<file path="config.mk">
export PLATFORM = sky130hd
export DESIGN_NAME = uart_tx_sched
export DESIGN_NICKNAME = d
export VERILOG_FILES = /design/src/rtl/uart_tx_sched.sv
export SDC_FILE = /design/constraint.sdc
export NUM_CORES = 1
export LEC_CHECK = 0
export BUFFER_PORTS_ARGS = -buffer_cell sky130_fd_sc_hd__buf_2
export CAP_MARGIN = 20
export CORE_ASPECT_RATIO = 0.9
export CORE_MARGIN = 3
export CORE_UTILIZATION = 30
export DETAILED_ROUTE_END_ITERATION = 8
export SYNTH_ARGS = -nofsm -noshare
export SYNTH_HDL_FRONTEND = slang
export SYNTH_SLANG_ARGS = --single-unit
</file>
<file path="constraint.sdc">
create_clock -name clk -period 9 [get_ports clk]
set_input_delay 0.9 -clock clk [delete_from_list [all_inputs] [get_ports clk]]
set_output_delay 0.9 -clock clk [all_outputs]
set_load 0.05 [all_outputs]
</file>
<file path="src/rtl/uart_tx_sched.sv">
// uart_tx_sched: buffers software bytes in a FIFO and launches one UART frame at a time,
// with an optional idle gap (in baud ticks) between frames.
module uart_tx_sched #(
  parameter int FIFO_DEPTH = 16,
  parameter int GAP_W      = 8
) (
  input  logic                          clk,
  input  logic                          rst,
  input  logic                          wr_en_i,
  input  logic [7:0]                    wr_data_i,
  input  logic                          flush_i,
  input  logic                          enable_i,
  input  logic [GAP_W-1:0]              gap_ticks_i,
  input  logic                          ovf_clr_i,
  input  logic                          tx_tick,
  input  logic                          tx_done_i,
  output logic [31:0]                   tx_data_o,
  output logic                          start_tx_o,
  output logic                          fifo_empty_o,
  output logic                          fifo_full_o,
  output logic [$clog2(FIFO_DEPTH):0]   fifo_level_o,
  output logic                          busy_o,
  output logic                          overflow_o,
  output logic                          frame_sent_o
);
  localparam int AW = $clog2(FIFO_DEPTH);
  localparam int LW = AW + 1;
  typedef enum logic [2:0] {IDLE, LAUNCH, WAIT_ACK, WAIT_DONE, GAP} state_t;
  state_t           state_q, state_d;
  logic [7:0]       mem_q [FIFO_DEPTH];
  logic [AW-1:0]    wr_ptr_q, rd_ptr_q;
  logic [LW-1:0]    level_q;
  logic [GAP_W-1:0] gap_q, gap_d;
  logic [7:0]       data_q;
  logic             ovf_q;
  logic             empty, full, push, pop, ovf_set;
  assign empty   = level_q == '0;
  assign full    = level_q == LW'(FIFO_DEPTH);
  assign push    = wr_en_i && !full && !flush_i;
  assign pop     = state_q == IDLE && enable_i && !empty;
  // a write lost to a flush is intentional, so only a full FIFO counts as overflow
  assign ovf_set = wr_en_i && full && !flush_i;
  always_comb begin
    state_d = state_q;
    gap_d   = gap_q;
    case (state_q)
      IDLE:      state_d = pop ? LAUNCH : IDLE;
      LAUNCH:    state_d = WAIT_ACK;
      WAIT_ACK:  state_d = tx_done_i ? WAIT_ACK : WAIT_DONE;
      WAIT_DONE: if (tx_done_i) begin
        state_d = (gap_ticks_i != '0) ? GAP : IDLE;
        gap_d   = gap_ticks_i;
      end
      GAP:       if (tx_tick) begin
        gap_d   = gap_q - GAP_W'(1);
        state_d = (gap_q == GAP_W'(1)) ? IDLE : GAP;
      end
      default:   state_d = IDLE;
    endcase
  end
  always_ff @(posedge clk) begin
    if (rst) begin
      state_q  <= IDLE;
      gap_q    <= '0;
      wr_ptr_q <= '0;
      rd_ptr_q <= '0;
      level_q  <= '0;
      data_q   <= '0;
      ovf_q    <= 1'b0;
    end else begin
      state_q  <= state_d;
      gap_q    <= gap_d;
      wr_ptr_q <= flush_i ? '0 : push ? wr_ptr_q + AW'(1) : wr_ptr_q;
      rd_ptr_q <= flush_i ? '0 : pop ? rd_ptr_q + AW'(1) : rd_ptr_q;
      level_q  <= flush_i ? '0 : level_q + LW'(push) - LW'(pop);
      data_q   <= pop ? mem_q[rd_ptr_q] : data_q;
      ovf_q    <= ovf_set | (ovf_q & ~ovf_clr_i);
    end
  end
  always_ff @(posedge clk) begin
    if (push) mem_q[wr_ptr_q] <= wr_data_i;
  end
  assign tx_data_o    = {24'b0, data_q};
  assign start_tx_o   = state_q == LAUNCH;
  assign frame_sent_o = state_q == WAIT_DONE && tx_done_i;
  assign busy_o       = state_q != IDLE;
  assign fifo_empty_o = empty;
  assign fifo_full_o  = full;
  assign fifo_level_o = level_q;
  assign overflow_o   = ovf_q;
endmodule

</file>
==> flow_summary.yaml, run 1 <==
setup_path:
  critPathLaunch: "fifo_level_o[2]"
  reg2reg_from: "fifo_level_o[2]"
  worstPathMaxFanout: 12
  cp-start-kind: "flop"
  reg2reg_slack_ns: 5.50
  r2r-end: "fifo_level_o[4]"
  critPathArrivalTime_ns: 3.80
  reg2reg_depth: 14
  cp.required_ns: 9.30
  cp-end-kind: "flop"
  crit_type: "reg2reg"
  crit_end: "fifo_level_o[4]"
cts:
  clock_sinks: 161
  cts_tree: "done"
  cts_root_buf: "clkbuf_16"
  cts_hold_buf: 0
  cts_resized: 0
  cts.htree.levels: 4
  post_cts_buffers: 0
  cts_buffers: 17
  clock_path_buffers: 2
  path_clk_slew_ns: 0.06
  clk-insertion-delay-late_ns: 0.43
power_and_ir_drop:
  irDropWorstVdd_v: 0.000144
  leakagePower_uw: 0.00261
  power_density_nw_per_um2: 255
outcome:
  status: "finished clean"
logic_synthesis:
  synth.distinct_cells: 49
  synth-main-ff-cell: "edfxtp_1"
  synth_edf_count: 128
  synthTopCellsByCount: "edfxtp_1 (128), dfxtp_1 (33), mux4_2 (32), nor2_1 (32), buf_4 (25)"
  synthCells: 442
  syn_area_sq_um: 6830
  yosys-top-cells-area: "edfxtp_1 (56%), mux4_2 (11%), dfxtp_1 (9.7%)"
  postSynth.asyncResetShare: 0
  synth.most_common_cell: "edfxtp_1"
  synth_top_area_cell: "edfxtp_1"
  syn_avg_cell_area_sq_um: 15.5
  ys_seq_elements: 161
  yosysSeqAreaShare: 0.659
  synth_top_cell_area_share: 0.562
  yosys_warnings: 0
placement:
  dp_cells: 761
  io_buffers: 42
  place.gp.congestion: 0.799
  placed_area_sq_um: 7280
  dp_hpwl_microns: 8940
grt:
  grt_usage: 0.113
  grt_pass1_wl_microns: 20700
  grt_pass1_vias: 3690
  grt_max_degree: 35
  overflow: 0
  antenna_found_initial: 1
sta:
  setup_viol: 0
  fin_crit_sh: 0.389
  final.min_clock_period_ns: 3.50
  fin_setup_tns_ns: 0
  grt_setup_unrepaired: "no"
  relSlewSlack: 0.348
  worstMarginPinSlew_ns: 0.974
  finalHoldViolCount: 0
  fin_hold_ws_ns: 0.481
  finClkSkew_ns: 0.00941
  drv_slew: 0
  max_clock_freq_ghz: 0.285
drt:
  drt-initial-drc-count: 326
  drtAntennaViolNets: 0
  vias_per_cell: 4.75
  vias: 3765
  route.detailed.wl_per_inst_microns: 17.1
  first_pass_iters: 5
  wirelength_microns: 13500
  route.detailed.drc: 0
worst_hold_path:
  hold_class: "reg2reg"
cells_and_area:
  area_growth_pct: 15.4
  n_antenna_cell: 0
  stdcell_area_sq_um: 7890
  final_nets: 527
  final_layout_size_suffix_gt1_frac: 0.237
  final_cells: 793
floorplanning:
  ioPinCount: 67
  die-width_microns: 165
  die_y_microns: 149
  fp-row-count: 51
  start_util: 0.310
  core_area_sq_um: 22000
  die-area_sq_um: 24600
job:
  maxCapViolations: 0
## registers in the layout, indices dropped and copies added, names as in the netlist
name / count
gap_q: 8
fifo_level_o: 5
wr_ptr_q: 4
state_q: 3
mem_q: 128
overflow_o: 1
rd_ptr_q: 4
data_q: 8
## layout by cell type, fill, tap and decap left out, types with 4 or more instances in the layout
cell,Yosys,final
nand2b_1,6,6
and2_1,4,4
a211oi_1,4,4
buf_2,7,42
xnor2_1,5,5
nand2_1,12,12
mux2i_1,16,16
inv_6,0,5
xor2_1,4,4
buf_4,25,7
edfxtp_1,128,128
o221ai_1,8,8
ha_1,13,13
nand3b_1,9,9
nor4_1,4,4
nor2_1,32,32
dfxtp_1,33,32
o21ai_0,13,13
inv_1,17,17
conb_1,1,24
a21oi_1,15,15
nor3_1,10,10
clkbuf_16,0,17
mux4_2,32,32
## routing by layer
| layer | track usage | share of wire | up-vias |
|---|---|---|---|
| met4 | 0.0361 | 0.0098 | 2 |
| met5 | 0 | 0.00096 | - |
| met1 | 0.157 | 0.48 | 1890 |
| met3 | 0.0394 | 0.066 | 13 |
| li1 | - | - | 1741 |
| met2 | 0.167 | 0.44 | 119 |
## power by group
part | total, uW | internal, uW | switching (uW)
Sequential | 866 | 833 | 32.8
Clock | 741 | 441 | 300
Combinational | 401 | 119 | 283
## kinds of logic (layout without fill, tap and decap cells)
logic type / count (synthesis) / in the layout / synth area share
fa+ha+maj: 14 / 14 / 0.0267
flops: 161 / 161 / 0.659
mux: 48 / 48 / 0.129
simple gates: 101 / 101 / 0.0818
buf+inv: 61 / 98 / 0.0487
xor+xnor: 9 / 9 / 0.0115
compound gates: 47 / 47 / 0.0427
other cells: 1 / 24 / 0.000549
## critical path, cell delays in order, from the launching register on
cell	delay (ns)
dfxtp_1	0.32
inv_1	0.09
ha_1	0.15
or4b_2	0.65
nand3_1	0.43
inv_1	0.20
ha_1	0.31
inv_1	0.06
ha_1	0.15
inv_1	0.05
fa_1	0.39
nand2b_1	0.16
a21oi_1	0.17
o21ai_0	0.10
nor3b_1	0.14
## metrics by stage
step | total power, uW | setup WS [ns] | util
3_3_place_gp | 1270 | 5.62 | 0.331
2_1_floorplan | 1200 | 4.38 | -
6_report | 2010 | 5.50 | 0.358
5_1_grt | 2100 | 5.23 | 0.358
3_5_place_dp | 1280 | 5.50 | 0.331
4_1_cts | 2020 | 5.49 | 0.358
## worst min path at each step
stage,start,depth (start not counted),end
final,gap_q[6],2,gap_q[6]
after global routing,gap_q[6],2,gap_q[6]
after CTS,gap_q[6],2,gap_q[6]
after detailed placement,gap_q[6],2,gap_q[6]
after global placement,gap_q[6],2,gap_q[6]
after floorplan,gap_q[6],2,gap_q[6]
## layout make-up
class / instances / area, sq um
fillers: 2084 / 14100
flip-flops and latches: 161 / 4510
multi-input cells: 243 / 2080
clock buffers: 18 / 429
well taps: 291 / 364
repair buffers: 49 / 263
clock inverters: 14 / 176
inverters: 17 / 63.8
Power figures use the tool's default switching activity.
==> run 2, diff against run 1 <==
--- a/config.mk
+++ b/config.mk
@@ -5,6 +5,7 @@
 export SDC_FILE = /design/constraint.sdc
 export NUM_CORES = 1
 export LEC_CHECK = 0
+export ABC_AREA = 1
 export BUFFER_PORTS_ARGS = -buffer_cell sky130_fd_sc_hd__buf_2
 export CAP_MARGIN = 20
 export CORE_ASPECT_RATIO = 0.9
==> constraint.sdc (replaced) <==
create_clock -name clk -period 3.6 [get_ports clk]
set_input_delay 0.36 -clock clk [delete_from_list [all_inputs] [get_ports clk]]
set_output_delay 0.36 -clock clk [all_outputs]
set_load 0.05 [all_outputs]
==> flow_summary.yaml, run 2 <==
outcome:
  status: "finished clean"
power_and_ir_drop:
  p_sw_frac: 0.348
  clkPwrFrac: 0.336
  irDropWorstVdd_v: 0.000281
  p_comb_frac: 0.259
  p_sw_uw: 1830
  power_density_nw_per_um2: 622
  seqPwrFrac: 0.406
  leakagePower_uw: 0.00363
  internal_power_uw: 3430
logic_synthesis:
  synth_edf_count: 128
  synthTopCellsByCount: "nand2_1 (245), edfxtp_1 (128), inv_1 (114)"
  postSynth.asyncResetShare: 0
  syn_area_sq_um: 7460
  syn_avg_cell_area_sq_um: 9.18
  synth_compound_area_frac: 0.0313
  synth_fa_ha_area_frac: 0.0245
  ys_seq_elements: 161
  synth.distinct_cells: 32
  synth_top_cell_area_share: 0.515
  yosys_warnings: 0
  synth_simple_gate_area_share: 0.231
  synth-main-ff-cell: "edfxtp_1"
  yosys-top-cells-area: "edfxtp_1 (52%), nand2_1 (12%), dfxtp_1 (8.9%)"
  synth_top_area_cell: "edfxtp_1"
  synth.most_common_cell: "nand2_1"
  synth_xor_xnor_area_share: 0.00352
  synthCells: 813
  synth_top_family_by_area: "simple AND/OR/NAND/NOR gates"
  synthMuxAreaShare: 0
  yosysSeqAreaShare: 0.604
floorplanning:
  ioPinCount: 67
  fp-row-count: 54
  die-area_sq_um: 26800
  start_util: 0.307
  core_area_sq_um: 24300
  die-width_microns: 172
  die_y_microns: 156
drt:
  first_pass_iters: 5
  drtAntennaViolNets: 0
  vias_per_cell: 4.53
  route.detailed.wl_per_inst_microns: 14.3
  route.detailed.drc: 0
  drt-initial-drc-count: 374
  vias: 5300
  wirelength_microns: 16800
cells_and_area:
  mostFrequentLayoutCells: "nand2_1 (245), edfxtp_1 (128), inv_1 (114)"
  finish.utilization: 0.348
  regArea_sq_um: 4510
  n_antenna_cell: 0
  final_layout_size_suffix_gt1_frac: 0.102
  multiInputGateArea_sq_um: 2260
  reg_top3: "mem_q x128, data_q x8, gap_q x8"
  fillerInstances: 2469
  final_nets: 886
  stdcell_area_sq_um: 8460
  largest_register_ffs: 128
  area_growth_pct: 13.3
  final_common_cell: "nand2_1"
  largest_register: "mem_q"
cts:
  path_clk_slew_ns: 0.07
  clock_path_buffers: 2
  cts_root_buf: "clkbuf_16"
  cts_buffers: 17
  clock_sinks: 161
  cts_tree: "done"
  cts.htree.levels: 4
  post_cts_buffers: 0
  cts_resized: 0
  cts_hold_buf: 0
  clk-insertion-delay-late_ns: 0.43
sta:
  grt_setup_unrepaired: "no"
  fin_setup_tns_ns: 0
  fin_crit_sh: 0.760
  setup_viol: 0
  finClkSkew_ns: 0.00839
  final.min_clock_period_ns: 2.74
  max_clock_freq_ghz: 0.365
  drv_slew: 0
  relSlewSlack: 0.439
  layout_setup_ws_ns: 0.862
  finalHoldViolCount: 0
  worstMarginPinSlew_ns: 0.839
setup_path:
  critPathArrivalTime_ns: 3.06
  crit_type: "reg2reg"
  r2r-end: "fifo_level_o[4]"
  cp-end-kind: "flop"
  reg2reg_slack_ns: 0.86
  cp.required_ns: 3.92
  worstPathMaxFanout: 22
  cp-start-kind: "flop"
  reg2reg_from: "fifo_level_o[2]"
  reg2reg_depth: 16
worst_hold_path:
  min-delay-start: "ovf_clr_i"
  min_to: "overflow_o"
  hold_class: "in2reg"
  min_path_cells: 4
placement:
  dp_hpwl_microns: 11000
  place.gp.congestion: 0.793
  dp_slack_ns: 0.864
  io_buffers: 42
  placed_area_sq_um: 7880
grt:
  grt_max_degree: 69
  overflow: 0
  grt_usage: 0.129
  grt_pass1_vias: 5078
  grt_pass1_wl_microns: 26700
  antenna_found_initial: 0
job:
  maxCapViolations: 0
run 2: cell count changes in the layout (fill, tap and decap cells not counted), moves of 5 or more:
cell and change:
nor3_1 -9, o221ai_1 -8, xnor2_1 -5, mux2i_1 -16, nand3b_1 -9, nand2_1 +233
o21ai_0 +5, mux4_2 -32, inv_1 +97, nor2_1 +30, nand3_1 +99, nand2b_1 -6
run 2: worst max-delay path by stage:
stage	startpoint	endpoint	slack, ns	depth (start not counted)
2_1_floorplan	fifo_level_o[2]	fifo_level_o[4]	0.80	17
3_3_place_gp	fifo_level_o[3]	fifo_level_o[4]	0.95	16
3_5_place_dp	fifo_level_o[2]	fifo_level_o[4]	0.86	16
4_1_cts	fifo_level_o[2]	fifo_level_o[4]	0.84	16
5_1_grt	fifo_level_o[3]	fifo_level_o[4]	0.53	16
6_report	fifo_level_o[2]	fifo_level_o[4]	0.86	16
run 2: cell type report:
type | instances | area share
Clock buffer | 17 | 0.0503
Clock inverter | 15 | 0.0181
Multi-Input combinational cell | 502 | 0.267
Inverter | 119 | 0.0528
Tap cell | 308 | 0.0456
Sequential cell | 161 | 0.533
Timing Repair Buffer | 47 | 0.0331
run 2: through the flow:
step,instances,total power (uW),hold slack [ns]
after floorplan,836,3250,0.459
after global placement,1135,3510,0.449
after detailed placement,1137,3540,0.452
after CTS,1169,5300,0.156
after global routing,1169,5550,0.196
final,1169,5260,0.177
run 2: logic make-up (layout without fill, tap and decap cells):
kind of cell,after synthesis,after routing
buf+inv,173,198
xor+xnor,3,3
simple gates,418,418
other cells,1,24
flops,161,161
compound gates,43,43
fa+ha+maj,14,14
run 2: worst max-delay path, cell delays in order, from the launching register on:
cell	delay, ns
dfxtp_1	0.33
inv_1	0.08
ha_1	0.17
nand3_1	0.11
o21ai_2	0.24
inv_2	0.21
ha_1	0.32
inv_1	0.06
ha_1	0.16
inv_1	0.06
fa_1	0.40
inv_1	0.07
a21oi_1	0.05
nor2_1	0.08
nor2_1	0.05
o21ai_0	0.14
a21oi_1	0.06
run 2: layer usage:
layer / GRT usage / share of wire / routed length (microns)
met5: 0 / 0 / 0
met4: 0.0479 / 0.023 / 391
met3: 0.0289 / 0.047 / 796
met2: 0.208 / 0.47 / 7920
met1: 0.171 / 0.46 / 7660
run 2: power by group through the flow:
| stage | Sequential, uW | Clock [uW] | Combinational (uW) |
|---|---|---|---|
| global placement | 2170 | 0 | 1340 |
| CTS | 2130 | 1800 | 1370 |
| floorplan | 2290 | 0 | 968 |
| global route | 2140 | 1880 | 1530 |
| detailed placement | 2170 | 0 | 1370 |
| finish | 2130 | 1760 | 1360 |
==> run 3, diff against run 2 <==
--- a/config.mk
+++ b/config.mk
@@ -5,7 +5,7 @@
 export SDC_FILE = /design/constraint.sdc
 export NUM_CORES = 1
 export LEC_CHECK = 0
-export ABC_AREA = 1
+export ABC_AREA = 0
 export BUFFER_PORTS_ARGS = -buffer_cell sky130_fd_sc_hd__buf_2
 export CAP_MARGIN = 20
 export CORE_ASPECT_RATIO = 0.9
==> constraint.sdc (replaced) <==
create_clock -name clk -period 2.78 [get_ports clk]
set_input_delay 0.278 -clock clk [delete_from_list [all_inputs] [get_ports clk]]
set_output_delay 0.278 -clock clk [all_outputs]
set_load 0.05 [all_outputs]
==> flow_summary.yaml, run 3 (synthesized netlist as in run 1, its figures left out) <==
placement:
  dp_hpwl_microns: 9360
  place.gp.congestion: 0.799
  io_buffers: 42
cells_and_area:
  n_antenna_cell: 0
  reg_top3: "mem_q x128, data_q x8, gap_q x8"
  largest_register_ffs: 128
  finish.utilization: 0.373
  final_common_cell: "edfxtp_1"
  largest_register: "mem_q"
  final_layout_size_suffix_gt1_frac: 0.314
  final_nets: 551
  mostFrequentLayoutCells: "edfxtp_1 (128), buf_2 (42), mux4_2 (32)"
  multiInputGateArea_sq_um: 2180
  area_growth_pct: 20.1
  regArea_sq_um: 4520
  fillerInstances: 2056
floorplanning:
  ioPinCount: 67
  die-area_sq_um: 24600
  die-width_microns: 165
  start_util: 0.310
  fp-row-count: 51
  die_y_microns: 149
  core_area_sq_um: 22000
sta:
  finalHoldViolCount: 0
  final.min_clock_period_ns: 2.69
  fin_hold_ws_ns: 0.165
  drv_slew: 0
  max_clock_freq_ghz: 0.372
  finClkSkew_ns: 0.0104
  fin_crit_sh: 0.968
  worstMarginPinSlew_ns: 0.788
  relSlewSlack: 0.474
  setup_viol: 0
grt:
  grt_usage: 0.116
  overflow: 0
  grt_pass1_wl_microns: 21600
  antenna_found_initial: 0
  grt_max_degree: 36
  grt_pass1_vias: 3925
setup_path:
  cp_slowest_stage_delay_ns: 0.47
  crit_type: "reg2reg"
  cp-end-kind: "flop"
  cpMaxStageDelayCell: "or4b_4"
  worstPathMaxFanout: 2
  critPathArrivalTime_ns: 2.99
  reg2reg_slack_ns: 0.09
  path_cells: "inv_4 > ha_4 > or4b_4 > nand3_4 > inv_2 > ha_4 > inv_1 > ha_2 > inv_2 > fa_2 > nand2b_4 > a21oi_4 > o21ai_1 > nor3b_2"
  cp.required_ns: 3.08
  cp-start-kind: "flop"
  reg2reg_depth: 14
drt:
  vias_per_cell: 4.69
  first_pass_iters: 4
  route.detailed.wl_per_inst_microns: 16.9
  drt-initial-drc-count: 400
  wirelength_microns: 13800
  vias: 3831
  route.detailed.drc: 0
  drtAntennaViolNets: 0
power_and_ir_drop:
  leakagePower_uw: 0.00277
  power_density_nw_per_um2: 834
  irDropWorstVdd_v: 0.000391
cts:
  path_clk_slew_ns: 0.07
  clock_path_buffers: 2
  clock_sinks: 161
  cts_hold_buf: 0
  cts_tree: "done"
  cts.htree.levels: 4
  cts_buffers: 17
  cts_root_buf: "clkbuf_16"
  clk-insertion-delay-late_ns: 0.42
job:
  maxCapViolations: 0
worst_hold_path:
  min_path_cells: 4
  hold_class: "in2reg"
outcome:
  status: "finished clean"
## run 3: repair_timing
action	in CTS	in global routing
pin swaps	1	5
setup endpoints to repair	1	1
gates resized for setup	2	13
setup buffers	0	3
## run 3: layer usage
metal / GRT usage / wire [microns] / vias to the layer above
li1: - / - / 1793
met2: 0.201 / 7100 / 121
met5: 0 / 0 / -
met4: 0.0356 / 107 / 0
met1: 0.144 / 5840 / 1909
met3: 0.0275 / 783 / 8
## run 3: final timing paths
| path | start | end |
|---|---|---|
| setup / recovery | fifo_level_o[2] | fifo_level_o[4] |
| hold / removal | ovf_clr_i | overflow_o |
| setup reg to reg | fifo_level_o[2] | fifo_level_o[4] |
| hold reg to reg | gap_q[1] | gap_q[1] |
## run 3: critical path, delay by kind of cell, from the launching register on
family	cells	cell delay, ns
AOI/OAI and AO/OA	2	0.25
adders and majority gates	4	0.88
buffers and inverters	4	0.21
DFF	1	0.36
and+or+nand+nor	4	0.86
## run 3: cell type report
| cell class | count | share of cell area |
|---|---|---|
| Sequential cell | 161 | 0.551 |
| Multi-Input combinational cell | 243 | 0.265 |
| Timing Repair Buffer | 73 | 0.0570 |
| Clock buffer | 17 | 0.0518 |
| Tap cell | 291 | 0.0444 |
| Clock inverter | 15 | 0.0227 |
| Inverter | 17 | 0.00838 |
## run 3: report_power, final
group	leakage (uW)	internal [uW]	switching, uW	total [uW]
clock network	0.000302	1300	1070	2370
registers	0.00142	2710	111	2820
logic	0.00104	622	1040	1660
## run 3: through the flow
step           worst slack, ns  total power (uW)  cells  area, sq um  setup TNS [ns]
6_report                0.0903              6840    817         8210               0
2_1_floorplan           -0.143              3950    465         6970          -0.143
4_1_cts                 0.0843              6760    814         8130               0
5_1_grt                -0.0222              7140    817         8210         -0.0222
3_5_place_dp           -0.0942              4360    782         7510         -0.0942
3_3_place_gp          -0.00808              4340    782         7510        -0.00808
